[src/rtl/j_arith_pkg.sv]
// Shared arithmetic definitions for the serial adder/subtractor family.
package j_arith_pkg;

   // Operand width shared with the ripple-carry adder so the two can be cross-checked.
   localparam int J_DEFAULT_WIDTH = 4;

   typedef enum logic [1:0] {
      ST_IDLE  = 2'd0,
      ST_SHIFT = 2'd1,
      ST_DONE  = 2'd2
   } state_t;

   // Bits needed to count 0..value-1; never narrower than one bit so WIDTH=1 still has a counter.
   function automatic int clog2(input int value);
      int r;
      r = 0;
      for (int i = 0; i < 32; i++) begin
         if ((1 << r) < value) r = r + 1;
      end
      if (r < 1) r = 1;
      return r;
   endfunction

endpackage

[src/rtl/j_full_subtractor.sv]
// Single-bit full subtractor: d = a - b - bin, bout = borrow out.
module j_full_subtractor (
   input  logic a,
   input  logic b,
   input  logic bin,
   output logic d,
   output logic bout
);

   // Difference and borrow of one bit position.
   always_comb begin
      d    = a ^ b ^ bin;
      bout = (~a & b) | (~(a ^ b) & bin);
   end

endmodule

[src/rtl/j_serial_subtractor.sv]
// Bit-serial ripple-borrow subtractor, LSB first, one bit per clock.
//
//  state    | meaning
//  ---------+-------------------------------------------------------------
//  ST_IDLE  | waiting for start; operands captured when start is seen
//  ST_SHIFT | one full-subtractor step per cycle, WIDTH cycles, busy=1
//  ST_DONE  | one cycle, done=1, diff/borrowout freshly loaded
module j_serial_subtractor
   import j_arith_pkg::*;
#(
   parameter int WIDTH = J_DEFAULT_WIDTH
) (
   input  logic             clk,
   input  logic             rst_n,
   input  logic             start,
   input  logic [WIDTH-1:0] a,
   input  logic [WIDTH-1:0] b,
   input  logic             borrowin,
   output logic             busy,
   output logic             done,
   output logic [WIDTH-1:0] diff,
   output logic             borrowout
);

   localparam int            CW   = clog2(WIDTH);
   localparam logic [CW-1:0] LAST = CW'(WIDTH - 1);

   state_t           state;
   logic [CW-1:0]    cnt;
   logic [WIDTH-1:0] a_sr;
   logic [WIDTH-1:0] b_sr;
   logic [WIDTH-1:0] res_sr;
   logic [WIDTH-1:0] res_next;
   logic             br;
   logic             d_bit;
   logic             br_next;

   j_full_subtractor u_cell (
      .a    (a_sr[0]),
      .b    (b_sr[0]),
      .bin  (br),
      .d    (d_bit),
      .bout (br_next)
   );

   // New difference bit enters at the MSB; after WIDTH steps the LSB has reached bit 0.
   always_comb begin
      res_next = (res_sr >> 1) | (WIDTH'(d_bit) << (WIDTH - 1));
   end

   // Sequencer and datapath; diff/borrowout only move on entry to DONE.
   always_ff @(posedge clk or negedge rst_n) begin
      if (!rst_n) begin
         state     <= ST_IDLE;
         cnt       <= '0;
         a_sr      <= '0;
         b_sr      <= '0;
         res_sr    <= '0;
         br        <= 1'b0;
         busy      <= 1'b0;
         done      <= 1'b0;
         diff      <= '0;
         borrowout <= 1'b0;
      end else begin
         case (state)
            ST_IDLE: begin
               done <= 1'b0;
               if (start) begin
                  a_sr   <= a;
                  b_sr   <= b;
                  br     <= borrowin;
                  res_sr <= '0;
                  cnt    <= '0;
                  busy   <= 1'b1;
                  state  <= ST_SHIFT;
               end
            end
            ST_SHIFT: begin
               a_sr   <= a_sr >> 1;
               b_sr   <= b_sr >> 1;
               res_sr <= res_next;
               br     <= br_next;
               cnt    <= cnt + 1'b1;
               if (cnt == LAST) begin
                  busy      <= 1'b0;
                  done      <= 1'b1;
                  diff      <= res_next;
                  borrowout <= br_next;
                  state     <= ST_DONE;
               end
            end
            ST_DONE: begin
               done  <= 1'b0;
               state <= ST_IDLE;
            end
            default: begin
               busy  <= 1'b0;
               done  <= 1'b0;
               state <= ST_IDLE;
            end
         endcase
      end
   end

endmodule

[config.mk]
export PLATFORM = sky130hd
export DESIGN_NAME = j_serial_subtractor
export DESIGN_NICKNAME = d
export VERILOG_FILES = /design/src/rtl/j_arith_pkg.sv /design/src/rtl/j_full_subtractor.sv /design/src/rtl/j_serial_subtractor.sv
export SDC_FILE = /design/constraint.sdc
export NUM_CORES = 1
export LEC_CHECK = 0
export ABC_CLOCK_PERIOD_IN_PS = 1700
export BUFFER_PORTS_ARGS = -buffer_cell sky130_fd_sc_hd__buf_4
export CORE_AREA = 2 2 63 50
export CTS_CLUSTER_SIZE = 16
export DETAILED_ROUTE_END_ITERATION = 6
export DIE_AREA = 0 0 65 52
export GPL_ROUTABILITY_DRIVEN = 0
export GPL_TIMING_DRIVEN = 0
export MAX_ROUTING_LAYER = met4
export SETUP_SLACK_MARGIN = 0.5
export SLEW_MARGIN = 20
export SYNTH_ARGS = -nofsm -noshare
export SYNTH_HDL_FRONTEND = slang
export SYNTH_SLANG_ARGS = --single-unit
[constraint.sdc]
create_clock -name clk -period 1.7 [get_ports clk]
set_clock_uncertainty 0.05 [all_clocks]
set_input_delay 0 -clock clk [delete_from_list [all_inputs] [get_ports clk]]
set_output_delay 0 -clock clk [all_outputs]
set_load 0.01 [all_outputs]
Word-level counts from Yosys, hierarchy flattened
Cells that the tools add are included.
{ "totals": {"regBits": 24, "input_bits": 12, "output_inout_bits": 7, "wordCells": 49} }
{ "classes": {"n_addsub": 1, "n_eq_ne": 5, "mux": 18, "bitwise_logic": 9, "n_reduce_logical": 6} }
{ "op_table": {"columns": ["op", "count"], "rows": [
  ["$pmux 4 s2", 3],
  ["$mux 4", 3],
  ["$pmux 2 s2", 2],
  ["$mux 2", 3],
  ["$reduce_and 2->1", 3],
  ["$mux 1", 5],
  ["$eq 2x2->1 const B", 2],
  ["$ne 2x2->1 const B", 2],
  ["$or 3x4->4", 1],
  ["$not 1->1", 3],
  ["$pmux 1 s3", 1],
  ["$reduce_and 3->1", 1],
  ["$add 2x1->2 const B", 1],
  ["$and 1x1->1", 2],
  ["$eq 2x1->1 const B", 1],
  ["$logic_not 2->1", 1],
  ["$pmux 1 s2", 1],
  ["$reduce_bool 2->1", 1],
  ["$xor 1x1->1", 2],
  ["$or 1x1->1", 1]
]} }

Depth between registers and ports, before layout
Gate-level depths: netlist (run 1).
{ "depth": {"word_depth": 5, "mapped_depth": 4, "mapped_depth_nobuf": 4} }

Modules after synthesis
A second synthesis (run 1) with hierarchy kept.
{ "hier_totals": {"cells_unflattened": 87, "area_unflattened_um2": 1012.2} }
{ "modules_own_cells": {"columns": ["mod", "instances", "cells_per_inst", "area_per_inst_um2", "seq_area_each_um2"], "rows": [
  ["j_serial_subtractor", 1, 83, 980.9, 575.6],
  ["j_full_subtractor", 1, 4, 31.3, 0.0]
]} }

Worst setup path before layout (run 1)
No wires, ideal clock.
{ "synth_path": {"path_kind": "reg-to-reg", "from": "register b_sr[0]", "to": "register diff[3]", "setup_time_ps": 125, "arrival_time_ps": 1115, "required_ps": 1525, "path_slack_ps": 410, "stages_incl_launch_ff": 4, "n_path_buf": 0, "period_less_slack_ps": 1290, "cell_sequence": "dfrtp_1 -> inv_1 -> fa_1 -> mux2_2"} }
{ "synth_between": {"elab_chain_cells": 3} }
{ "synth_lines": {"columns": ["element", "line", "text"], "rows": [
  ["start: declaration", "j_serial_subtractor.sv:31", "logic [WIDTH-1:0] b_sr;"],
  ["start signal: assignment", "j_serial_subtractor.sv:80", "b_sr <= b_sr >> 1;"],
  ["$xor 1x1->1 (2 in series)", "j_full_subtractor.sv:12", "d = a ^ b ^ bin;"],
  ["via d_bit", "j_serial_subtractor.sv:35", "logic d_bit;"],
  ["$or 3x4->4", "j_serial_subtractor.sv:48", "res_next = (res_sr >> 1) | (WIDTH'(d_bit) << (WIDTH - 1));"],
  ["end signal: assignment", "j_serial_subtractor.sv:87", "diff <= res_next;"],
  ["end: declaration", "j_serial_subtractor.sv:21", "output logic [WIDTH-1:0] diff,"]
]} }
The timed path passes the listed nets, and every way through them passes these cells.
A chain may end at the register's enable or synchronous reset.

Worst setup path in the final report (run 1)
Ends and elaborated chain as after synthesis.

==> flow_metrics.tcl, run 1 <==
set metrics [dict create \
    worst_slew_margin_rel_pct 79.5 \
    cts_buffer_depth 2 \
    power_density_nw_per_um2 1830 \
    clock_tree_from_tritoncts "built" \
    gr_peak_layer "met2" \
    areaGrowthSynthToFinish_pct 43.5 \
    stdcell_area_um2 1430 \
    synth.ff_latch_count 23 \
    grt_use_met1_pct 19.7 \
    path_max_fanout 2 \
    die_area_um2 3380 \
    grt_first_pass_wirelength_mm 3.52 \
    rsz0062_at_grt "true" \
    worst_slack_ns 0.334 \
    gr-total-overflow 0 \
    mappedNetlistArea_um2 996 \
    ios 19 \
    grt_start_max_net_pins 24 \
    via_per_inst 4.81 \
    final-hold-violation-count 1 \
    fraction_of_final_layout_cells_with_drive_strength_greater_than_1_pct 41.0 \
    hold-worst-slack_ns -0.000729 \
    nNetsFinal 137 \
    cts-htree-levels 1 \
    worst_ir_drop_vdd_mv 0.658 \
    postRouteWirelength_mm 2.24 \
    grtUsageTotal_pct 14.6 \
    i_o_buffers 17 \
    cts_num_sinks 23 \
    run_status "finished with violations" \
    worstSetupPathType "flop to flop" \
    total_leakage_power_uw 0.000675 \
    synth_area_per_cell_um2 11.6 \
    grt_use_met3_pct 3.25 \
    clkLatencyLatePin_ns 0.27 \
    floorplan.core_area_um2 2790 \
    first_pass_iters 4 \
    via_count_of_the_first_global_routing_pass 737 \
    layout.cells.most_common_list "buf_4 (27), dfrtp_1 (23), o22ai_1 (8)" \
    drt_first_iter_violations 55 \
    leading_cell_type_in_the_layout_fill_and_taps_excluded "buf_4" \
    grt_antenna_before_repair 0 \
    dpl_worst_slack_ns 0.368 \
    worst_setup_hold_path_clk_slew_ns 0.09 \
    synth.distinct_cells 21 \
    worstPathArrival_ns 1.48 \
    num_vias 770 \
    synthCells 86 \
    achievable-frequency_mhz 732 \
    violations "negative hold slack" \
    initial_core_util_pct 35.7 \
    max_slew_violation_total_from_the_final_report 0 \
    use_met2_pct 21.3 \
    drv_cap 0 \
    required_ns 1.81 \
    ant_nets 0 \
    timing.critical_path.from_type "flop" \
    routed_wire_length_per_instance_um 14.0 \
    row_count 17 \
    totalNegativeSetupSlack_ns 0 \
    drc_errors 0 \
    clock_buffer_count_from_cts 3 \
    layout_worst_path_cycle_share_pct 80.3 \
    synth-warning-count 0 \
    post-route-util_pct 51.3 \
    actual_transition_at_the_worst_max_transition_pin_ns 0.308 \
    placement.cell_area_um2 1180 \
    synth_fp_nets 100 \
    hold_class "input pin to flop" \
    die_h_um 52 \
    n_antenna_cell 0 \
    period_minus_slack_ns 1.37 \
    synth_sequential_area_ratio_pct 57.8 \
    die_width_um 65 \
    post-dp-hpwl_mm 1.39 \
    setup_viol_count_final 0 \
    critPathCaptureType "flop" \
    clock_tree.root_cell "clkbuf_8" \
]
[through the flow]
step,instances,total power (µW)
6_report,160,2620
3_3_place_gp,141,1930
4_1_cts,155,2490
5_1_grt,160,2810
2_1_floorplan,86,1630
3_5_place_dp,141,1950
[critical path: stages (launching register included)]
cell and delay [ns]:
dfrtp_1 0.35, inv_1 0.07, fa_1 0.51, mux2_2 0.28
[report_power, final]
group	internal [µW]	switching [µW]
sequential	800	174
combinational	713	584
clock	164	185
[synthesized netlist by cell type, drive strengths merged]
| cell | number | share of area, % |
|---|---|---|
| nand3b | 1 | 2.0 |
| or4b | 1 | 1.0 |
| dfrtp | 23 | 58 |
| inv | 6 | 2.3 |
| o21bai | 1 | 1.1 |
| o32ai | 2 | 1.8 |
| fa | 1 | 2.0 |
| o21ai | 8 | 4.0 |
| a21oi | 6 | 3.0 |
| or2 | 1 | 0.63 |
| nor2 | 5 | 1.9 |
| nand2b | 2 | 1.3 |
| a221oi | 2 | 1.8 |
| mux2 | 4 | 4.5 |
| o22ai | 8 | 5.0 |
| ha | 1 | 1.3 |
| nand2 | 6 | 2.3 |
| nor2b | 1 | 0.63 |
| buf | 3 | 2.3 |
| a22o | 4 | 3.5 |
[kinds of logic after synthesis]
logic type      Yosys count  share of synthesized area, %
compound gates           31                          20.2
flops                    23                          57.8
simple gates             17                          9.67
buf+inv                   9                          4.52
mux                       4                          4.52
fa+ha+maj                 2                          3.27
[timing repair]
item | in CTS | in global routing
pin swaps | 3 | 3
buffers inserted | 5 | 5
setup endpoints to repair | 16 | 13
hold buffers | 5 | 0
gates resized for setup | 10 | 9
endpoints found under the hold margin | 27 | 0
[path summary, 6_finish.rpt]
check	from	endpoint	slack [ns]	cells after the start
worst max-delay path	b_sr[0]$_DFFE_PN0P_	diff[3]$_DFFE_PN0P_	0.33	3
max in group asynchronous	rst_n	busy$_DFFE_PN0P_	1.25	2
worst max register to register	b_sr[0]$_DFFE_PN0P_	diff[3]$_DFFE_PN0P_	0.33	3
worst min register to register	busy$_DFFE_PN0P_	busy$_DFFE_PN0P_	0.45	2
worst min-delay path	b[2]	b_sr[2]$_DFFE_PN0P_	-0.0007	3
min in group asynchronous	rst_n	res_sr[1]$_DFFE_PN0P_	0.11	2
[metal layers]
metal,vias up,routed length [µm]
met4,0,25
li1,387,-
met5,-,0
met1,366,1120
met2,14,1010
met3,3,81
[flip-flops by register name (all words and copies together), names as in the netlist]
name,flops
b_sr,4
borrowout,1
state,2
done,1
a_sr,4
diff,4
res_sr,3
cnt,2
busy,1
br,1
[layout make-up]
type | instances | area [µm²]
clock buffers | 3 | 41.3
flip-flops and latches | 23 | 576
clock inverters | 1 | 5.00
plain buffers | 3 | 30.0
multi-input cells | 54 | 450
well taps | 38 | 47.5
fillers | 248 | 1360
inverters | 6 | 22.5
repair buffers | 32 | 256
Power figures use the tool's default switching activity.
==> run 2: changes to the inputs <==
Settings changed: ABC_CLOCK_PERIOD_IN_PS 1700 to 1400.
Clock period 1.7 ns to 1.4 ns, I/O delays scaled along.
==> run 2 against run 1 <==
The flow now finishes without violations. First-iteration DRC count is 18% higher. Total power is 43% higher. Sequential power is 24% higher. Critical path type unchanged. Highest routed layer unchanged.
==> flow_metrics.tcl, run 2 (synthesized netlist as in run 1, its figures left out) <==
set metrics [dict create \
    first_pass_iters 4 \
    largest_registers "a_sr (4), b_sr (4), diff (4)" \
    cts_num_sinks 23 \
    path_delay_family "adder cells" \
    clock_tree_from_tritoncts "built" \
    clock_tree.root_cell "clkbuf_8" \
    dpl.cell_count 141 \
    die_width_um 65 \
    ant_nets 0 \
    clock_buffer_count_from_cts 3 \
    grt_start_max_net_pins 24 \
    ios 19 \
    layout.cells.most_common_list "buf_4 (32), dfrtp_1 (23), buf_6 (9)" \
    cts-htree-levels 1 \
    via_per_inst 4.97 \
    floorplan.core_area_um2 2790 \
    period_minus_slack_ns 1.34 \
    actual_transition_at_the_worst_max_transition_pin_ns 0.303 \
    worst_ir_drop_vdd_mv 0.641 \
    critPathCaptureType "flop" \
    leading_cell_type_in_the_layout_fill_and_taps_excluded "buf_4" \
    drc_errors 0 \
    max_slew_violation_total_from_the_final_report 0 \
    total_leakage_power_uw 0.000770 \
    final.fill_count 210 \
    timing.critical_path.slowest_stage_cell "fa_2" \
    cp_slowest_stage_delay_ns 0.44 \
    hp-start "a[0]" \
    drv_cap 0 \
    worstSetupPathType "flop to flop" \
    worstPathArrival_ns 1.45 \
    layout_worst_path_cycle_share_pct 95.8 \
    fraction_of_final_layout_cells_with_drive_strength_greater_than_1_pct 61.2 \
    routed_wire_length_per_instance_um 14.2 \
    die_h_um 52 \
    hold-worst-slack_ns 0.00955 \
    areaGrowthSynthToFinish_pct 67.0 \
    rsz0062_at_grt "true" \
    initial_core_util_pct 35.7 \
    grt_antenna_before_repair 0 \
    worst_setup_hold_path_clk_slew_ns 0.08 \
    post-dp-hpwl_mm 1.41 \
    setup_viol_count_final 0 \
    grtUsageTotal_pct 16.5 \
    worstPathBufferInverterCount 1 \
    critical_path.reg2reg.startpoint "b_sr[0]$_DFFE_PN0P_" \
    timing.critical_path.from "b_sr[0]$_DFFE_PN0P_" \
    achievable-frequency_mhz 746 \
    row_count 17 \
    run_status "complete, no violations" \
    worst_slew_margin_rel_pct 79.8 \
    finalNonFillerCells 172 \
    i_o_buffers 17 \
    die_area_um2 3380 \
    num_vias 855 \
    required_ns 1.50 \
    drt_first_iter_violations 65 \
    timing.critical_path.from_type "flop" \
    postRouteWirelength_mm 2.45 \
    via_count_of_the_first_global_routing_pass 826 \
    grt_first_pass_wirelength_mm 3.98 \
    totalNegativeSetupSlack_ns 0 \
    path_max_fanout 2 \
    nNetsFinal 149 \
    n_antenna_cell 0 \
    gr-total-overflow 0 \
    crit_path_cells "inv_2 > fa_2 > mux2_2" \
    cts_buffer_depth 2 \
    clkLatencyLatePin_ns 0.26 \
    hold_class "input pin to flop" \
    final-hold-violation-count 0 \
    power_density_nw_per_um2 2250 \
]
run 2: cell types whose count changed in the layout (fill, tap and decap cells not counted), moves of 3 or more:
cell,previous run,this run
o21ai_1,2,5
o22ai_2,0,6
buf_6,3,9
o22ai_1,8,1
nor2_4,0,3
nor2_1,4,0
o21ai_0,5,0
buf_4,27,32
inv_1,5,2
run 2: final timing paths:
path                                          to  slack [ns]  depth (start not counted)
hold / removal               a_sr[0]$_DFFE_PN0P_        0.01                          3
setup / recovery             diff[3]$_DFFE_PN0P_        0.06                          3
min in group asynchronous     cnt[1]$_DFFE_PN0P_        0.11                          2
max in group asynchronous    a_sr[0]$_DFFE_PN0P_        0.96                          2
hold reg to reg            res_sr[1]$_DFFE_PN0P_        0.45                          1
setup reg to reg             diff[3]$_DFFE_PN0P_        0.06                          3
run 2: worst reg2reg max path, delay by kind of cell, from the launching register on:
kind / cells / cell delay, ns
fa+ha+maj: 1 / 0.44
flops: 1 / 0.40
mux: 1 / 0.27
buf+inv: 1 / 0.07
run 2: routing by layer:
layer | wire, µm | track usage [%] | vias up
met2 | 1180 | 24.4 | 16
met3 | 82 | 2.60 | 2
met4 | 27 | 8.51 | 0
li1 | - | - | 412
met5 | 0 | - | -
met1 | 1150 | 22.1 | 425
run 2: final cells by class:
| cell class | count | area (µm²) | share of cell area [%] |
|---|---|---|---|
| buffer | 3 | 30.0 | 1.81 |
| sequential | 23 | 576 | 34.6 |
| inverter | 6 | 25.0 | 1.50 |
| timing repair buffer | 44 | 372 | 22.3 |
| multi-input combinational | 54 | 567 | 34.1 |
| tap | 38 | 47.5 | 2.86 |
| clock inverter | 1 | 5.00 | 0.301 |
| clock buffer | 3 | 41.3 | 2.48 |
run 2: power by group:
group,internal [µW],switching (µW),total [µW]
Clock,198,207,405
Combinational,1190,937,2130
Sequential,971,234,1210
run 2: through the flow:
| stage | utilization [%] | power [µW] | worst slack (ns) | area, µm² |
|---|---|---|---|---|
| after floorplan | - | 2080 | 0.114 | 1040 |
| after global placement | 43.6 | 2450 | 0.0490 | 1210 |
| after detailed placement | 43.6 | 2490 | 0.0369 | 1210 |
| after CTS | 55.5 | 3470 | 0.0490 | 1550 |
| after global routing | 59.7 | 4010 | 0.0348 | 1660 |
| final | 59.7 | 3740 | 0.0594 | 1660 |
run 2: timing repair:
action                                  CTS  global route
hold buffers                              6             0
gates resized for setup                  30            17
endpoints found under the hold margin    28             0
endpoints found under the setup margin   23            23
setup buffers                            15             6
pin swaps                                14             7
==> run 3: changes to the inputs <==
Settings changed: SETUP_SLACK_MARGIN 0.5 to unset.
==> run 3 against run 2 <==
Sequential power down 4%. Die area unchanged. Global-route usage down 2.3 points. Core utilization down 14 points. Final cell count down 12%. Setup slack worse by 0.025 ns. Non-clock buffer count down 20. Clock-buffer cell count up 1. Hold slack better by 0.021 ns. Combinational power down 43%. Clock power about the same.
==> flow_metrics.tcl, run 3 (synthesized netlist as in run 1, its figures left out) <==
set metrics [dict create \
    total_leakage_power_uw 0.000607 \
    totalNegativeSetupSlack_ns 0 \
    cts-htree-levels 1 \
    drt_first_iter_violations 43 \
    power.switching_uw 997 \
    holdPathStages 3 \
    dpl_worst_slack_ns 0.0367 \
    final-hold-violation-count 0 \
    postRouteWirelength_mm 2.01 \
    power_density_nw_per_um2 2160 \
    hp-start "b[2]" \
    power.share.switching_pct 35.9 \
    grt_use_met3_pct 4.55 \
    setup_slack_of_the_most_critical_reg_to_reg_path_ns 0.03 \
    setup_viol_count_final 0 \
    gr_peak_layer "met2" \
    critical_path.reg2reg.startpoint "a_sr[0]$_DFFE_PN0P_" \
    run_status "complete, no violations" \
    period_minus_slack_ns 1.37 \
    hold_class "input pin to flop" \
    areaGrowthSynthToFinish_pct 28.9 \
    layout.cells.most_common_list "dfrtp_1 (23), buf_4 (21), o22ai_1 (8)" \
    required_ns 1.50 \
    floorplan.core_area_um2 2790 \
    grt_first_pass_wirelength_mm 3.51 \
    post-route-util_pct 46.1 \
    nNetsFinal 129 \
    fraction_of_final_layout_cells_with_drive_strength_greater_than_1_pct 28.9 \
    grt_use_met1_pct 19.1 \
    critPathCaptureType "flop" \
    n_antenna_cell 0 \
    post-dp-hpwl_mm 1.38 \
    clock_tree_from_tritoncts "built" \
    ios 19 \
    p_int_uw 1780 \
    achievable-frequency_mhz 733 \
    timing.critical_path.from_type "flop" \
    grt_antenna_before_repair 0 \
    largest_registers "a_sr (4), b_sr (4), diff (4)" \
    ant_nets 0 \
    worstPathArrival_ns 1.47 \
    cts_buffer_depth 2 \
    clock_buffer_count_from_cts 3 \
    stdcell_area_um2 1280 \
    max_slew_violation_total_from_the_final_report 0 \
    worst_slew_margin_rel_pct 71.1 \
    i_o_buffers 17 \
    hold-worst-slack_ns 0.0304 \
    drc_errors 0 \
    via_count_of_the_first_global_routing_pass 776 \
    use_met2_pct 20.6 \
    reg2reg_to "diff[3]$_DFFE_PN0P_" \
    row_count 17 \
    grtUsageTotal_pct 14.2 \
    worst_slack_ns 0.0349 \
    first_pass_iters 4 \
    layout_worst_path_cycle_share_pct 97.5 \
    clockPowerShare_pct 14.6 \
    placement.cell_area_um2 1170 \
    grt_start_max_net_pins 24 \
    actual_transition_at_the_worst_max_transition_pin_ns 0.432 \
    leading_cell_type_in_the_layout_fill_and_taps_excluded "dfrtp_1" \
    num_vias 743 \
    r2r_cells 2 \
    via_per_inst 4.89 \
    cts_num_sinks 23 \
    comb_power_share_pct 43.7 \
    gr-total-overflow 0 \
    worst_setup_hold_path_clk_slew_ns 0.08 \
    power.share.sequential_pct 41.7 \
    clock_tree.root_cell "clkbuf_8" \
    path_max_fanout 3 \
    routed_wire_length_per_instance_um 13.2 \
    worstSetupPathType "flop to flop" \
    die_area_um2 3380 \
    drv_cap 0 \
    die_width_um 65 \
    initial_core_util_pct 35.7 \
    die_h_um 52 \
    whs_endpoint "b_sr[2]$_DFFE_PN0P_" \
    clkLatencyLatePin_ns 0.26 \
    worst_ir_drop_vdd_mv 0.843 \
    rsz0062_at_grt "true" \
]
## run 3: cell types whose count changed in the layout (fill, tap and decap cells not counted), sizes merged
cell	change
clkbuf	+1
buf	-20
clkinv	-1
## run 3: per-stage QoR
stage | total power [µW] | cells
finish | 2780 | 152
CTS | 2790 | 151
global route | 3040 | 152
global placement | 2330 | 141
detailed placement | 2360 | 141
floorplan | 1960 | 86
## run 3: worst max-delay path by stage
stage                              from                  end  cells past startpoint
finish              a_sr[0]$_DFFE_PN0P_  diff[3]$_DFFE_PN0P_                      2
global route        a_sr[0]$_DFFE_PN0P_  diff[3]$_DFFE_PN0P_                      2
CTS                 b_sr[0]$_DFFE_PN0P_  diff[3]$_DFFE_PN0P_                      3
detailed placement  b_sr[0]$_DFFE_PN0P_  diff[3]$_DFFE_PN0P_                      3
global placement    b_sr[0]$_DFFE_PN0P_  diff[3]$_DFFE_PN0P_                      3
floorplan           b_sr[0]$_DFFE_PN0P_  diff[3]$_DFFE_PN0P_                      3
## run 3: power by group through the flow
stage / clock network, µW / registers (µW) / logic [µW]
6_report: 405 / 1160 / 1210
5_1_grt: 464 / 1200 / 1370
4_1_cts: 426 / 1160 / 1210
3_5_place_dp: 0 / 1170 / 1190
3_3_place_gp: 0 / 1150 / 1170
2_1_floorplan: 0 / 1170 / 796
## run 3: layout make-up
class,instances,area (µm²)
plain buffers,3,22.5
clock buffers,4,45.0
fillers,270,1500
inverters,6,22.5
multi-input cells,54,375
flip-flops and latches,23,576
well taps,38,47.5
repair buffers,24,195
## run 3: routing by layer
metal | vias up | share of wire (%)
met2 | 18 | 45
met3 | 4 | 5.1
met1 | 350 | 49
li1 | 371 | -
met5 | - | 0
met4 | 0 | 0.85
## run 3: critical path, cell delays in order, from the launching register on
cell     delay [ns]
dfrtp_1        0.42
fa_1           0.51
mux2_2         0.28
## run 3: timing repair
action / CTS / global route
hold endpoints to repair: 28 / 0
hold buffers: 6 / 0
setup buffers: 0 / 1
resized for setup: 0 / 2
setup endpoints to repair: 0 / 1
